==> config.mk <==
export PLATFORM = sky130hd
export DESIGN_NAME = sram_arbiter
export DESIGN_NICKNAME = d
export VERILOG_FILES = /design/src/rtl/sram_arb_pkg.sv /design/src/rtl/sram_arb_pick.sv /design/src/rtl/sram_arbiter.sv
export SDC_FILE = /design/constraint.sdc
export NUM_CORES = 1
export LEC_CHECK = 0
export BUFFER_PORTS_ARGS = -buffer_cell sky130_fd_sc_hd__buf_4
export CAP_MARGIN = 10
export CORE_ASPECT_RATIO = 0.6
export CORE_MARGIN = 3
export CORE_UTILIZATION = 45
export CTS_CLUSTER_DIAMETER = 50
export DETAILED_ROUTE_END_ITERATION = 8
export PLACE_DENSITY = 0.89
export SLEW_MARGIN = 40
export SYNTH_ARGS = -nofsm -noshare
export SYNTH_HDL_FRONTEND = slang
export SYNTH_SLANG_ARGS = --single-unit
export TNS_END_PERCENT = 30
==> constraint.sdc <==
create_clock -name clk -period 2.35 [get_ports clk]
set_clock_uncertainty 0.2 [all_clocks]
set_input_delay 0.705 -clock clk [delete_from_list [all_inputs] [get_ports clk]]
set_output_delay 0.705 -clock clk [all_outputs]
set_load 0.02 [all_outputs]
==> src/rtl/sram_arb_pkg.sv <==
// Shared types and default sizing for the thinpad SRAM bank arbiter.
// Used by sram_arb_pick and sram_arbiter.
package sram_arb_pkg;

  localparam int DEF_ADDR_W    = 20;
  localparam int DEF_DATA_W    = 32;
  localparam int DEF_RD_CYCLES = 2;
  localparam int DEF_WR_CYCLES = 3;
  localparam int CNT_W         = 4;

  typedef enum logic [1:0] {
    IDLE,
    READ,
    WRITE,
    DONE
  } state_t;

  typedef enum logic {
    OWN_I = 1'b0,
    OWN_D = 1'b1
  } owner_t;

endpackage

==> src/rtl/sram_arb_pick.sv <==
// Combinational winner select between the fetch and data requesters.
// SRAM_ARBITER_RR_EN: round-robin on ties; otherwise fixed data priority.
module sram_arb_pick
  import sram_arb_pkg::*;
(
  input  logic   i_fetch_req,
  input  logic   i_data_req,
`ifdef SRAM_ARBITER_RR_EN
  input  owner_t i_last_own,
`endif
  output logic   o_valid,
  output owner_t o_owner
);

  always_comb begin
    o_valid = i_fetch_req | i_data_req;
    o_owner = i_data_req ? OWN_D : OWN_I;
`ifdef SRAM_ARBITER_RR_EN
    // On a tie the port that did not win last time goes first.
    if (i_fetch_req && i_data_req)
      o_owner = (i_last_own == OWN_D) ? OWN_I : OWN_D;
`endif
  end

endmodule

==> src/rtl/sram_arbiter.sv <==
// Two-port arbiter and strobe sequencer for one asynchronous 32-bit SRAM bank.
// Optional SRAM_ARBITER_RR_EN selects round-robin arbitration.
module sram_arbiter
  import sram_arb_pkg::*;
#(
  parameter int ADDR_W    = DEF_ADDR_W,
  parameter int DATA_W    = DEF_DATA_W,
  parameter int RD_CYCLES = DEF_RD_CYCLES,
  parameter int WR_CYCLES = DEF_WR_CYCLES
) (
  input  logic                  clk,
  input  logic                  rst,
  input  logic                  i_req,
  input  logic [ADDR_W-1:0]     i_addr,
  output logic                  i_gnt,
  output logic                  i_done,
  output logic [DATA_W-1:0]     i_rdata,
  input  logic                  d_req,
  input  logic                  d_we,
  input  logic [DATA_W/8-1:0]   d_be,
  input  logic [ADDR_W-1:0]     d_addr,
  input  logic [DATA_W-1:0]     d_wdata,
  output logic                  d_gnt,
  output logic                  d_done,
  output logic [DATA_W-1:0]     d_rdata,
  output logic [ADDR_W-1:0]     sram_addr,
  output logic [DATA_W-1:0]     sram_wdata,
  input  logic [DATA_W-1:0]     sram_rdata,
  output logic                  sram_data_oe,
  output logic                  sram_ce_n,
  output logic                  sram_oe_n,
  output logic                  sram_we_n,
  output logic [DATA_W/8-1:0]   sram_be_n,
  output logic                  busy
);

  localparam int BE_W = DATA_W / 8;
  localparam logic [CNT_W-1:0] RD_LOAD = CNT_W'(RD_CYCLES - 1);
  localparam logic [CNT_W-1:0] WR_LOAD = CNT_W'(WR_CYCLES - 1);
  localparam logic [CNT_W-1:0] CNT_ONE = CNT_W'(1);

  state_t             r_state, w_state_nxt;
  logic [CNT_W-1:0]   r_cnt, w_cnt_nxt;
  owner_t             r_own, w_own_nxt;
  logic [ADDR_W-1:0]  r_addr, w_addr_nxt;
  logic [DATA_W-1:0]  r_wdata, w_wdata_nxt;
  logic [BE_W-1:0]    r_be_n, w_be_n_nxt;
  logic               r_ce_n, w_ce_n_nxt;
  logic               r_oe_n, w_oe_n_nxt;
  logic               r_we_n, w_we_n_nxt;
  logic               r_data_oe, w_data_oe_nxt;
  logic               r_i_done, w_i_done_nxt;
  logic               r_d_done, w_d_done_nxt;
  logic [DATA_W-1:0]  r_i_rdata, r_d_rdata;
  logic               w_i_cap, w_d_cap;
  logic               w_i_gnt, w_d_gnt;
  logic               w_pick_valid;
  owner_t             w_pick_own;

`ifdef SRAM_ARBITER_RR_EN
  owner_t r_last_own;

  always_ff @(posedge clk) begin
    if (!rst)
      r_last_own <= OWN_I;
    else if (w_i_gnt || w_d_gnt)
      r_last_own <= w_pick_own;
  end
`endif

  sram_arb_pick u_pick (
    .i_fetch_req (i_req),
    .i_data_req  (d_req),
`ifdef SRAM_ARBITER_RR_EN
    .i_last_own  (r_last_own),
`endif
    .o_valid     (w_pick_valid),
    .o_owner     (w_pick_own)
  );

  // Next values for every pin are computed here and registered below, so the
  // strobes leave the block straight from flops.
  always_comb begin
    // NOTE: every output of this block gets a default first, so no path can
    // leave one unassigned and infer a latch.
    w_state_nxt   = r_state;
    w_cnt_nxt     = r_cnt;
    w_own_nxt     = r_own;
    w_addr_nxt    = r_addr;
    w_wdata_nxt   = r_wdata;
    w_be_n_nxt    = r_be_n;
    w_ce_n_nxt    = r_ce_n;
    w_oe_n_nxt    = r_oe_n;
    w_we_n_nxt    = r_we_n;
    w_data_oe_nxt = r_data_oe;
    w_i_done_nxt  = 1'b0;
    w_d_done_nxt  = 1'b0;
    w_i_cap       = 1'b0;
    w_d_cap       = 1'b0;
    w_i_gnt       = 1'b0;
    w_d_gnt       = 1'b0;

    case (r_state)
      IDLE: begin
        if (rst && w_pick_valid) begin
          w_own_nxt  = w_pick_own;
          w_ce_n_nxt = 1'b0;
          if (w_pick_own == OWN_D) begin
            w_d_gnt    = 1'b1;
            w_addr_nxt = d_addr;
            w_be_n_nxt = ~d_be;
            if (d_we) begin
              w_wdata_nxt   = d_wdata;
              w_we_n_nxt    = 1'b0;
              w_data_oe_nxt = 1'b1;
              w_cnt_nxt     = WR_LOAD;
              w_state_nxt   = WRITE;
            end else begin
              w_oe_n_nxt  = 1'b0;
              w_cnt_nxt   = RD_LOAD;
              w_state_nxt = READ;
            end
          end else begin
            w_i_gnt     = 1'b1;
            w_addr_nxt  = i_addr;
            w_be_n_nxt  = '0;
            w_oe_n_nxt  = 1'b0;
            w_cnt_nxt   = RD_LOAD;
            w_state_nxt = READ;
          end
        end
      end
      READ: begin
        if (r_cnt == '0) begin
          w_state_nxt = DONE;
          w_ce_n_nxt  = 1'b1;
          w_oe_n_nxt  = 1'b1;
          w_be_n_nxt  = '1;
          if (r_own == OWN_D) begin
            w_d_cap      = 1'b1;
            w_d_done_nxt = 1'b1;
          end else begin
            w_i_cap      = 1'b1;
            w_i_done_nxt = 1'b1;
          end
        end else begin
          w_cnt_nxt = r_cnt - CNT_ONE;
        end
      end
      WRITE: begin
        // data_oe stays high into DONE to give the SRAM data hold time.
        if (r_cnt == '0) begin
          w_state_nxt  = DONE;
          w_ce_n_nxt   = 1'b1;
          w_we_n_nxt   = 1'b1;
          w_be_n_nxt   = '1;
          w_d_done_nxt = 1'b1;
        end else begin
          w_cnt_nxt = r_cnt - CNT_ONE;
        end
      end
      DONE: begin
        w_state_nxt   = IDLE;
        w_data_oe_nxt = 1'b0;
      end
      default: w_state_nxt = IDLE;
    endcase
  end

  always_ff @(posedge clk) begin
    // NOTE: state uses non-blocking assignments so every flop samples the
    // pre-edge values regardless of statement order.
    if (!rst) begin
      r_state   <= IDLE;
      r_cnt     <= '0;
      r_own     <= OWN_I;
      r_addr    <= '0;
      r_wdata   <= '0;
      r_be_n    <= '1;
      r_ce_n    <= 1'b1;
      r_oe_n    <= 1'b1;
      r_we_n    <= 1'b1;
      r_data_oe <= 1'b0;
      r_i_done  <= 1'b0;
      r_d_done  <= 1'b0;
      r_i_rdata <= '0;
      r_d_rdata <= '0;
    end else begin
      r_state   <= w_state_nxt;
      r_cnt     <= w_cnt_nxt;
      r_own     <= w_own_nxt;
      r_addr    <= w_addr_nxt;
      r_wdata   <= w_wdata_nxt;
      r_be_n    <= w_be_n_nxt;
      r_ce_n    <= w_ce_n_nxt;
      r_oe_n    <= w_oe_n_nxt;
      r_we_n    <= w_we_n_nxt;
      r_data_oe <= w_data_oe_nxt;
      r_i_done  <= w_i_done_nxt;
      r_d_done  <= w_d_done_nxt;
      if (w_i_cap) r_i_rdata <= sram_rdata;
      if (w_d_cap) r_d_rdata <= sram_rdata;
    end
  end

  assign i_gnt        = w_i_gnt;
  assign d_gnt        = w_d_gnt;
  assign i_done       = r_i_done;
  assign d_done       = r_d_done;
  assign i_rdata      = r_i_rdata;
  assign d_rdata      = r_d_rdata;
  assign sram_addr    = r_addr;
  assign sram_wdata   = r_wdata;
  assign sram_data_oe = r_data_oe;
  assign sram_ce_n    = r_ce_n;
  assign sram_oe_n    = r_oe_n;
  assign sram_we_n    = r_we_n;
  assign sram_be_n    = r_be_n;
  assign busy         = (r_state != IDLE);

endmodule
**Word level (Yosys, flattened, before mapping)**

Index checks and enable logic that the tools add are counted.

- Register bits: 133
- Output and inout port bits: 129

- Add/subtract/negate cells: 1
- Equality and inequality tests: 11
- Mux-type cells: 45
- Bitwise logic cells: 2
- Reduce and logical (&&, ||, !) cells: 17

Operator list:

| cell | count |
|---|---|
| two-way mux 1 bit | 25 |
| two-way mux 4 bit | 6 |
| two-way mux 20 bit | 1 |
| case mux 4 bit (2 select lines) | 2 |
| != test 2 bit, second input constant | 6 |
| AND reduction 4 bit | 3 |
| two-way mux 2 bit | 5 |
| case mux 1 bit (2 select lines) | 5 |
| nonzero test 2 bit | 5 |
| case mux 2 bit (3 select lines) | 1 |
| AND reduction 3 bit | 2 |
| AND reduction 5 bit | 1 |
| equality test 2 bit, second input constant | 2 |
| logical NOT 4 bit | 1 |
| inverter 4 bit | 1 |
| AND reduction 2 bit | 2 |
| subtractor 4 x 1 -> 4 bit, second input constant | 1 |
| != test 3 bit, second input constant | 1 |
| equality test 2 x 1 -> 1 bit, second input constant | 1 |
| logical NOT 2 bit | 1 |
| != test 2 x 1 -> 1 bit, second input constant | 1 |
| OR reduction 2 bit | 1 |
| logical AND 1 bit | 1 |
| bitwise OR 1 bit | 1 |

**Longest topological paths before layout**

Gate-level depths: netlist of the first run.

- Depth in word-level cells: 4
- Depth in mapped cells: 8
- Depth with buffers taken out: 6

**Cells and area by module**

From an unflattened synthesis of the first run, not the netlist that was laid out.

- Cells, all modules: 596
- Area total of the unflattened synthesis: 5258.8 µm²

By module, submodules not included:

| module | instances | cells an instance | area an instance (µm²) | sequential area each (µm²) |
|---|---|---|---|---|
| sram_arbiter | 1 | 594 | 5245.0 | 2662.6 |
| sram_arb_pick | 1 | 2 | 13.8 | 0.0 |

**Least setup slack after synthesis of the first run**

OpenSTA, ideal clock, no wires.

- Path kind: input -> output
- From: input port d_req
- To: output port i_gnt
- Data arrival time: 1.732 ns
- Required time: 1.445 ns
- Setup slack: -0.287 ns
- Stages: 5
- Buffers on the path: 3
- Path through: buf_2 -> o211a_1 -> buf_2 -> buf_2 -> nor2b_1

- Longest elaborated chain between the ends: 4
- Elaborated cells between the ends (all ways): 6

Ends and longest elaborated chain:

| item | line | RTL |
|---|---|---|
| start: declaration | sram_arbiter.sv:18 | `input logic d_req,` |
| two-way mux 1 bit / bitwise OR 1 bit (equally long branches) | sram_arb_pick.sv:17, sram_arb_pick.sv:16 |  |
| two-way mux 1 bit / logical AND 1 bit (equally long branches) | sram_arbiter.sv:108, sram_arbiter.sv:105 |  |
| two-way mux 1 bit * | sram_arbiter.sv:105 | `if (rst && w_pick_valid) begin` |
| two-way mux 1 bit * | sram_arbiter.sv:103 | `case (r_state)` |
| end: declaration | sram_arbiter.sv:15 | `output logic i_gnt,` |

Mark *: on every way between the ends. The rest lies on a longest branch, timed or not.

**Worst setup path after layout of the first run**

- From: register r_state[1]
- To: output port i_gnt

- Longest elaborated chain between the ends: 2

Ends and longest elaborated chain:

| item | line | RTL |
|---|---|---|
| start: declaration | sram_arbiter.sv:42 | `state_t r_state, w_state_nxt;` |
| start signal: assignment | sram_arbiter.sv:189 | `r_state <= w_state_nxt;` |
| logical NOT 2 bit | sram_arbiter.sv:103 |  |
| two-way mux 1 bit | sram_arbiter.sv:103 |  |

No other way between the ends.

==> results of run 1 <==
## worst paths after layout
| kind | from | end | cells after the start |
|---|---|---|---|
| setup reg to reg | r_state[1]$_SDFFE_PN0P_ | r_cnt[1]$_SDFFE_PN0P_ | 8 |
| hold / removal | sram_wdata[10]$_SDFFE_PN0P_ | sram_wdata[10]$_SDFFE_PN0P_ | 2 |
| setup / recovery | r_state[1]$_SDFFE_PN0P_ | i_gnt | 5 |
| hold reg to reg | sram_wdata[10]$_SDFFE_PN0P_ | sram_wdata[10]$_SDFFE_PN0P_ | 2 |
## flip-flops by register name, summed over array words and instances, names as in the netlist
signal	flops
d_done	1
d_rdata	32
i_done	1
i_rdata	32
r_cnt	4
r_own	1
r_state	2
sram_addr	20
sram_be_n	4
sram_ce_n	1
sram_data_oe	1
sram_oe_n	1
sram_wdata	32
sram_we_n	1
## placed cells by master (no fill, tap or decap), types with 2 or more instances in the layout
cell type	netlist	routed
nor2_1	32	32
xor2_1	2	2
dfxtp_1	133	131
nand2_1	105	105
ha_1	6	5
and3_1	2	2
o21ai_0	20	20
o211ai_1	3	3
mux2i_1	23	23
clkinv_2	0	4
clkinv_4	0	5
a21oi_1	41	41
dfxtp_4	0	2
nor3_1	2	2
nand3_1	68	67
o31ai_1	2	2
inv_1	8	6
inv_6	0	3
inv_4	0	2
buf_4	0	254
a211oi_1	21	21
buf_12	0	4
clkbuf_16	0	17
o21ai_1	54	54
## power by group
part           internal (uW)  leakage (uW)  switching (uW)
Clock                   1490      0.000281            1020
Sequential              2650       0.00108             227
Combinational           1100       0.00202            1500
## critical path, cell delays in order (launching register included)
cell,delay (ns)
dfxtp_4,0.35
inv_4,0.06
ha_4,0.16
o211a_1,0.17
nor2b_4,0.14
buf_6,0.11
## per-layer routing
metal / up-vias / wire length [um] / GRT usage [%]
met1: 2239 / 6070 / 27.0
met2: 166 / 6720 / 34.0
met5: - / 0 / 0
met4: 0 / 221 / 6.90
li1: 2486 / - / -
met3: 17 / 1100 / 7.64
## area by class of cell
type / count / area, um^2
Clock buffer: 18 / 439
Clock inverter: 14 / 128
Fill cell: 849 / 3160
Inverter: 9 / 38.8
Multi-Input combinational cell: 396 / 2130
Sequential cell: 133 / 2670
Tap cell: 139 / 174
Timing Repair Buffer: 259 / 2000
## synthesized netlist by cell type, types with 2 or more instances
| cell | instances |
|---|---|
| a211oi_1 | 21 |
| a21oi_1 | 41 |
| and3_1 | 2 |
| buf_1 | 8 |
| buf_2 | 18 |
| buf_6 | 6 |
| clkbuf_1 | 17 |
| dfxtp_1 | 133 |
| ha_1 | 6 |
| inv_1 | 8 |
| mux2i_1 | 23 |
| nand2_1 | 105 |
| nand3_1 | 68 |
| nor2_1 | 32 |
| nor2b_1 | 2 |
| nor3_1 | 2 |
| o211ai_1 | 3 |
| o21ai_0 | 20 |
| o21ai_1 | 54 |
| o31ai_1 | 2 |
| xor2_1 | 2 |
## logic make-up after synthesis
| logic type | share of synthesized area, % |
|---|---|
| AO/OA/AOI/OAI | 16.6 |
| XOR/XNOR | 0.347 |
| adder cells (fa/ha/maj) | 1.49 |
| buffers and inverters | 5.65 |
| flip-flops | 52.7 |
| multiplexers | 4.56 |
| AND/OR/NAND/NOR | 18.6 |
## metrics by stage
step	setup TNS (ns)	util [%]	instance area (um^2)	total power [uW]	worst slack [ns]
3_5_place_dp	0	64.6	6940	5420	0.125
6_report	0	70.5	7580	7980	0.0503
3_3_place_gp	0	64.6	6940	5360	0.120
2_1_floorplan	-0.0401	-	5070	4450	-0.0401
4_1_cts	0	70.1	7520	7990	0.00917
5_1_grt	-0.0228	70.5	7580	8420	-0.0228
## what timing repair did
| item | 4_1_cts | 5_1_grt |
|---|---|---|
| resized for setup | 6 | 5 |
| gates cloned | 0 | 0 |
| endpoints found under the setup margin | 3 | 1 |
| buffers inserted | 0 | 5 |
| pin swaps | 0 | 1 |
==> flow_summary.yaml, run 1 <==
synthesis:
  synth_cell_type_count: 35
  synthFlopType: "dfxtp_1"
  synth_area_leaders: "dfxtp_1, nand2_1, nand3_1, o21ai_1, mux2i_1"
  yosys_warnings: 0
  syn_inst: 587
  postSynthNetCount: 706
  synth.top_cell.area_share_pct: 52.7
  synth_edf_count: 0
  synth_top_area_cell: "dfxtp_1"
  synth_seq_cells: 133
  async_flop_share_pct: 0
  syn_area_mm2: 0.00505
  yosysSeqAreaShare_pct: 52.7
  syn_area_per_cell_um2: 8.60
detailed_routing:
  ant_nets: 0
  drtPass1Iterations: 5
  drcViolationCount: 0
  post_drt_wl_per_cell_um: 14.6
  via_count: 4908
  vias_per_cell: 5.07
  totalWireLength_um: 14100
  drt_iter0_drc: 276
global_routing:
  antenna_found_initial: 0
  grt_overflow: 0
  grt_pass1_vias: 4351
  grt_use_total_pct: 21.2
  grt_max_degree: 109
  grt_pass1_wl_um: 21300
finish:
  antenna_cells: 0
  syn_to_final_growth_pct: 50.0
  layout.nets: 935
  fin_cells: 968
  drive_above_1_share_pct: 36.3
clock_network:
  clk_path_buf_depth: 2
  cts_root_buffer: "clkbuf_16"
  hold_buffers: 0
  cts_buffers: 17
  clock_latency_ns: 0.40
  cts_tree: "done"
  htree_levels: 4
  clkTransAtPathRegs_ns: 0.06
  cts_sinks: 133
timing:
  slew_headroom_pct: 71.8
  rsz0062_at_grt: "yes"
  slew_viol_final: 0
  setup_viol: 0
  min_period_ns: 2.30
  worst_slew_pin_slew_ns: 0.419
  fmax_mhz: 435
  timing.hold.ws_ns: 0.253
  finalCritPeriodShare_pct: 97.9
  hold_violations: 0
floorplanning:
  die_h_um: 88.1
  die_width_um: 143
  rows: 29
  coreArea_mm2: 0.0107
  ios: 242
  start_util_pct: 47.0
  die-area_mm2: 0.0126
worst_setup_path:
  start_kind: "flop"
  crit_type: "flop to output pin"
  r2r_setup_slack_ns: 0.28
  critPathArrivalTime_ns: 1.39
  cp-end-kind: "output pin"
  critPathRequiredTime_ns: 1.44
  crit_path_max_fanout: 5
place:
  gp_congestion: 0.756
  place_hpwl_um: 10100
  dp_cells: 931
  io_buffers: 241
power:
  ir_drop_uv: 698
  power_leakage_uw: 0.00339
  powerDensity_mw_per_mm2: 1050
run:
  maxCapViolCount: 0
run_status:
  status: "finished, final reports clean"
hold_path:
  min_path_type: "flop to flop"
Note: power is estimated with default switching activity, not from simulation.
==> run 2: changes to the inputs <==
CORE_ASPECT_RATIO = 1.75   (was 0.6)
==> run 2 against run 1 <==
Critical path type unchanged. Via count decreased by 0.57%. Critical endpoint unchanged. Highest routed layer unchanged. Utilization decreased by 0.49 points. Design area is essentially flat. Register-to-register slack improved by 0.08 ns. Global-route usage increased by 0.34 points.
==> flow_summary.yaml, run 2 (synthesis results as in run 1) <==
finish:
  final_common_cell: "buf_4"
  syn_to_final_growth_pct: 50.1
  fillers: 828
  fin_cells: 955
  antenna_cells: 0
  drive_above_1_share_pct: 36.0
  layout.nets: 932
  layout_common_cells: "buf_4, dfxtp_1, nand2_1"
  multi_input_area_mm2: 0.00213
  regArea_mm2: 0.00267
place:
  gp_congestion: 0.830
  place_hpwl_um: 10000
  dp_cells: 921
  io_buffers: 241
detailed_routing:
  ant_nets: 0
  via_count: 4880
  drcViolationCount: 0
  vias_per_cell: 5.11
  drtPass1Iterations: 4
  totalWireLength_um: 13900
  post_drt_wl_per_cell_um: 14.5
  drt_iter0_drc: 185
global_routing:
  grt_max_degree: 109
  grt_overflow: 0
  grt_pass1_vias: 4615
  grt_use_total_pct: 21.6
  grt_pass1_wl_um: 21900
  antenna_found_initial: 0
timing:
  slew_headroom_pct: 59.3
  hold_violations: 0
  slew_viol_final: 0
  finalCritPeriodShare_pct: 99.8
  rsz0062_at_grt: "yes"
  timing.hold.ws_ns: 0.253
  min_period_ns: 2.35
  worst_slew_pin_slew_ns: 0.610
  fmax_mhz: 426
  setup_viol: 0
floorplanning:
  die-area_mm2: 0.0126
  die_width_um: 86.1
  ios: 242
  rows: 50
  die_h_um: 146
  start_util_pct: 46.7
  coreArea_mm2: 0.0108
worst_setup_path:
  cp_cell_sequence: "inv_2, ha_4, o211a_1, nor2b_4, buf_6"
  cp-end-kind: "output pin"
  critPathRequiredTime_ns: 1.44
  cpLargestDelayFamily: "flip-flops"
  critPathArrivalTime_ns: 1.44
  r2r-start: "r_cnt[0]$_SDFFE_PN0P_"
  start_kind: "flop"
  crit_type: "flop to output pin"
  crit_slowest_cell: "dfxtp_2"
  max_stage_delay_ns: 0.34
  path_buf_inv: 2
  startpoint: "r_state[1]$_SDFFE_PN0P_"
  crit_path_max_fanout: 4
power:
  combPwrFrac_pct: 31.7
  sequentialPowerShare_pct: 35.3
  p_sw_share_pct: 33.4
  p_clk_share_pct: 33.0
  power_leakage_uw: 0.00338
  intPower_uw: 5410
  powerDensity_mw_per_mm2: 1070
  ir_drop_uv: 788
  power_switching_uw: 2710
clock_network:
  cts_root_buffer: "clkbuf_16"
  cts_sinks: 133
  cts_tree: "done"
  clkTransAtPathRegs_ns: 0.06
  htree_levels: 4
  clk_path_buf_depth: 2
  clock_latency_ns: 0.41
  cts_buffers: 17
  hold_buffers: 0
run_status:
  status: "finished, final reports clean"
hold_path:
  min_path_type: "flop to flop"
  min_from: "i_rdata[17]$_SDFFE_PN0P_"
run:
  maxCapViolCount: 0
-- run 2: stage by stage --
step	power (uW)	util [%]	cell area, um^2	setup WS, ns	TNS [ns]
after floorplan	4450	-	5070	-0.0401	-0.0401
after global placement	5360	64.1	6940	0.126	0
after detailed placement	5430	64.1	6940	0.111	0
after CTS	8150	69.8	7550	0.00408	0
after global routing	8540	70.0	7580	-0.0595	-0.0595
final	8120	70.0	7580	0.00483	0
-- run 2: worst paths after layout --
path                               to  slack, ns  depth (start not counted)
min          i_rdata[17]$_SDFFE_PN0P_       0.25                          2
max reg2reg  i_rdata[30]$_SDFFE_PN0P_       0.36                          7
max                             i_gnt      0.005                          5
min reg2reg  i_rdata[17]$_SDFFE_PN0P_       0.25                          2
-- run 2: layer usage --
layer  up-vias  share of wire [%]  GRT usage (%)
met5         -                  0              0
met4         0                2.0           7.61
met3        23                7.8           6.27
met2       201                 53           38.5
met1      2181                 37           23.7
li1       2475                  -              -
-- run 2: layout make-up --
class / count / share of cell area (%)
clock buffers: 17 / 5.61
clock inverters: 14 / 2.34
inverters: 9 / 0.446
multi-input cells: 396 / 28.1
flip-flops and latches: 133 / 35.2
well taps: 130 / 2.15
repair buffers: 256 / 26.2
-- run 2: worst min-delay path, delay by kind of cell (launching register included) --
kind               cells  cell delay [ns]
AOI/OAI and AO/OA      1             0.05
DFF                    1             0.30
and+or+nand+nor        1             0.05
-- run 2: power groups by stage --
| stage | clock network (uW) | registers [uW] | logic (uW) |
|---|---|---|---|
| after global routing | 2820 | 2910 | 2810 |
| after CTS | 2720 | 2870 | 2560 |
| after global placement | 0 | 2890 | 2460 |
| after detailed placement | 0 | 2910 | 2520 |
| after floorplan | 0 | 3290 | 1160 |
| final | 2680 | 2870 | 2570 |
-- run 2: what timing repair did --
action | 4_1_cts | 5_1_grt
setup buffers | 0 | 3
endpoints found under the setup margin | 2 | 1
pin swaps | 0 | 1
gates resized for setup | 6 | 1
==> run 3: changes to the inputs <==
CORE_ASPECT_RATIO = not set   (was 1.75)
==> run 3 against run 2 <==
The run now ends with setup timing left. Die area shrank 0.40%. Hold slack lost 0.018 ns. Sequential power is essentially flat. Final cell count increased by 0.94%. Wire length rose by 3.5%. Critical endpoint unchanged. First-iteration DRC count is 130% higher. Utilization shrank 0.75 points. Design area fell by 0.48%. Sequential share of layout area rose by 0.17 points. Combinational power rose by 4%.
==> flow_summary.yaml, run 3 (synthesis results as in run 1) <==
floorplanning:
  ios: 242
  rows: 38
  die_h_um: 112
  start_util_pct: 46.4
  die_width_um: 112
  die-area_mm2: 0.0125
  coreArea_mm2: 0.0109
detailed_routing:
  post_drt_wl_per_cell_um: 14.9
  drtPass1Iterations: 4
  ant_nets: 0
  drcViolationCount: 0
  vias_per_cell: 5.10
  via_count: 4921
  totalWireLength_um: 14400
  drt_iter0_drc: 417
timing:
  fin_tns_setup_ns: -0.0360
  hold_violations: 0
  slew_viol_final: 0
  worst_slew_pin_slew_ns: 0.459
  min_period_ns: 2.39
  setup_ws_ns: -0.0360
  fmax_mhz: 419
  slew_headroom_pct: 69.4
  finalCritPeriodShare_pct: 102
  setup_viol: 1
  rsz0062_at_grt: "yes"
place:
  io_buffers: 241
  gp_congestion: 0.823
  place_hpwl_um: 10000
  dp_cells: 930
finish:
  final_util_pct: 69.3
  final_common_cell: "buf_4"
  layout_common_cells: "buf_4, dfxtp_1, nand2_1"
  fin_cells: 964
  drive_above_1_share_pct: 35.8
  syn_to_final_growth_pct: 49.4
  antenna_cells: 0
  layout.nets: 933
power:
  ir_drop_uv: 593
  power_leakage_uw: 0.00337
  powerDensity_mw_per_mm2: 1040
worst_setup_path:
  crit_slowest_cell: "dfxtp_2"
  start_kind: "flop"
  critPathArrivalTime_ns: 1.48
  r2r_end: "r_cnt[1]$_SDFFE_PN0P_"
  r2r-start: "r_state[1]$_SDFFE_PN0P_"
  max_stage_delay_ns: 0.32
  critPathRequiredTime_ns: 1.44
  crit_path_max_fanout: 3
  cp_cell_sequence: "inv_2, ha_4, o211a_1, nor2b_4, buf_6"
  cp-end-kind: "output pin"
  r2r_cells: 7
  startpoint: "r_state[1]$_SDFFE_PN0P_"
  r2r_setup_slack_ns: 0.29
  crit_type: "flop to output pin"
clock_network:
  cts_root_buffer: "clkbuf_8"
  cts_tree: "done"
  cts_sinks: 133
  cts_buffers: 17
  clk_path_buf_depth: 2
  clock_latency_ns: 0.51
  clkTransAtPathRegs_ns: 0.06
  hold_buffers: 0
  htree_levels: 4
hold_path:
  min_from: "d_wdata[16]"
  holdPathEnd: "sram_wdata[16]$_SDFFE_PN0P_"
  whs_path_depth: 3
  min_path_type: "input port to flop"
run:
  maxCapViolCount: 0
global_routing:
  antenna_found_initial: 0
  grt_pass1_wl_um: 23100
  grt_max_degree: 109
  grt_use_total_pct: 22.9
  grt_overflow: 0
  grt_pass1_vias: 4790
run_status:
  status: "finished, violations left"
  violations: "setup timing"
==> run 3: cell count changes in the layout (fill, tap and decap cells not counted), sizes merged <==
cell,previous run,this run
clkinvlp,1,0
clkinv,8,6
clkbuf,17,24
bufinv,3,0
inv,11,8
buf,256,257
==> run 3: worst max-delay path, delay by kind of cell, from the launching register on <==
family	cells	cell delay, ns
compound gates	1	0.16
fa+ha+maj	1	0.15
buf+inv	2	0.19
flops	1	0.32
simple gates	1	0.14
==> run 3: area by class of cell <==
class	instances	area, um^2
clock inverters	5	25.0
well taps	140	175
repair buffers	257	2020
inverters	9	36.3
clock buffers	24	490
fillers	844	3340
flip-flops and latches	133	2670
multi-input cells	396	2130
==> run 3: how the worst max path moves through the flow <==
stage	endpoint	slack, ns	depth (start not counted)
after floorplan	i_gnt	-0.04	5
after global placement	r_cnt[1]$_SDFFE_PN0P_	0.07	6
after detailed placement	r_cnt[1]$_SDFFE_PN0P_	0.01	6
after CTS	i_gnt	-0.07	5
after global routing	i_gnt	-0.12	5
final	i_gnt	-0.04	5
==> run 3: timing repair <==
item,CTS,global route
setup buffers,4,1
resized for setup,10,0
pin swaps,1,0
endpoints found under the setup margin,3,2
==> run 3: power by group <==
part	leakage (uW)	internal, uW	total (uW)	switching, uW
combinational	0.00202	1130	2680	1550
sequential	0.00108	2640	2870	229
clock	0.000262	1410	2280	871
==> run 3: per-stage QoR <==
stage	cell area (um^2)	hold WS [ns]	setup WS (ns)	power (uW)
4_1_cts	7540	0.203	-0.0663	7880
6_report	7540	0.235	-0.0360	7830
3_5_place_dp	6970	0.247	0.0120	5470
5_1_grt	7540	0.212	-0.117	8260
2_1_floorplan	5070	0.259	-0.0401	4450
3_3_place_gp	6970	0.242	0.0666	5400
==> run 3: per-layer routing <==
layer	vias up	track usage (%)	wire length, um
met2	221	39.0	7080
li1	2485	-	-
met1	2189	25.6	5550
met3	26	9.18	1470
met4	0	8.97	263
met5	-	0	0
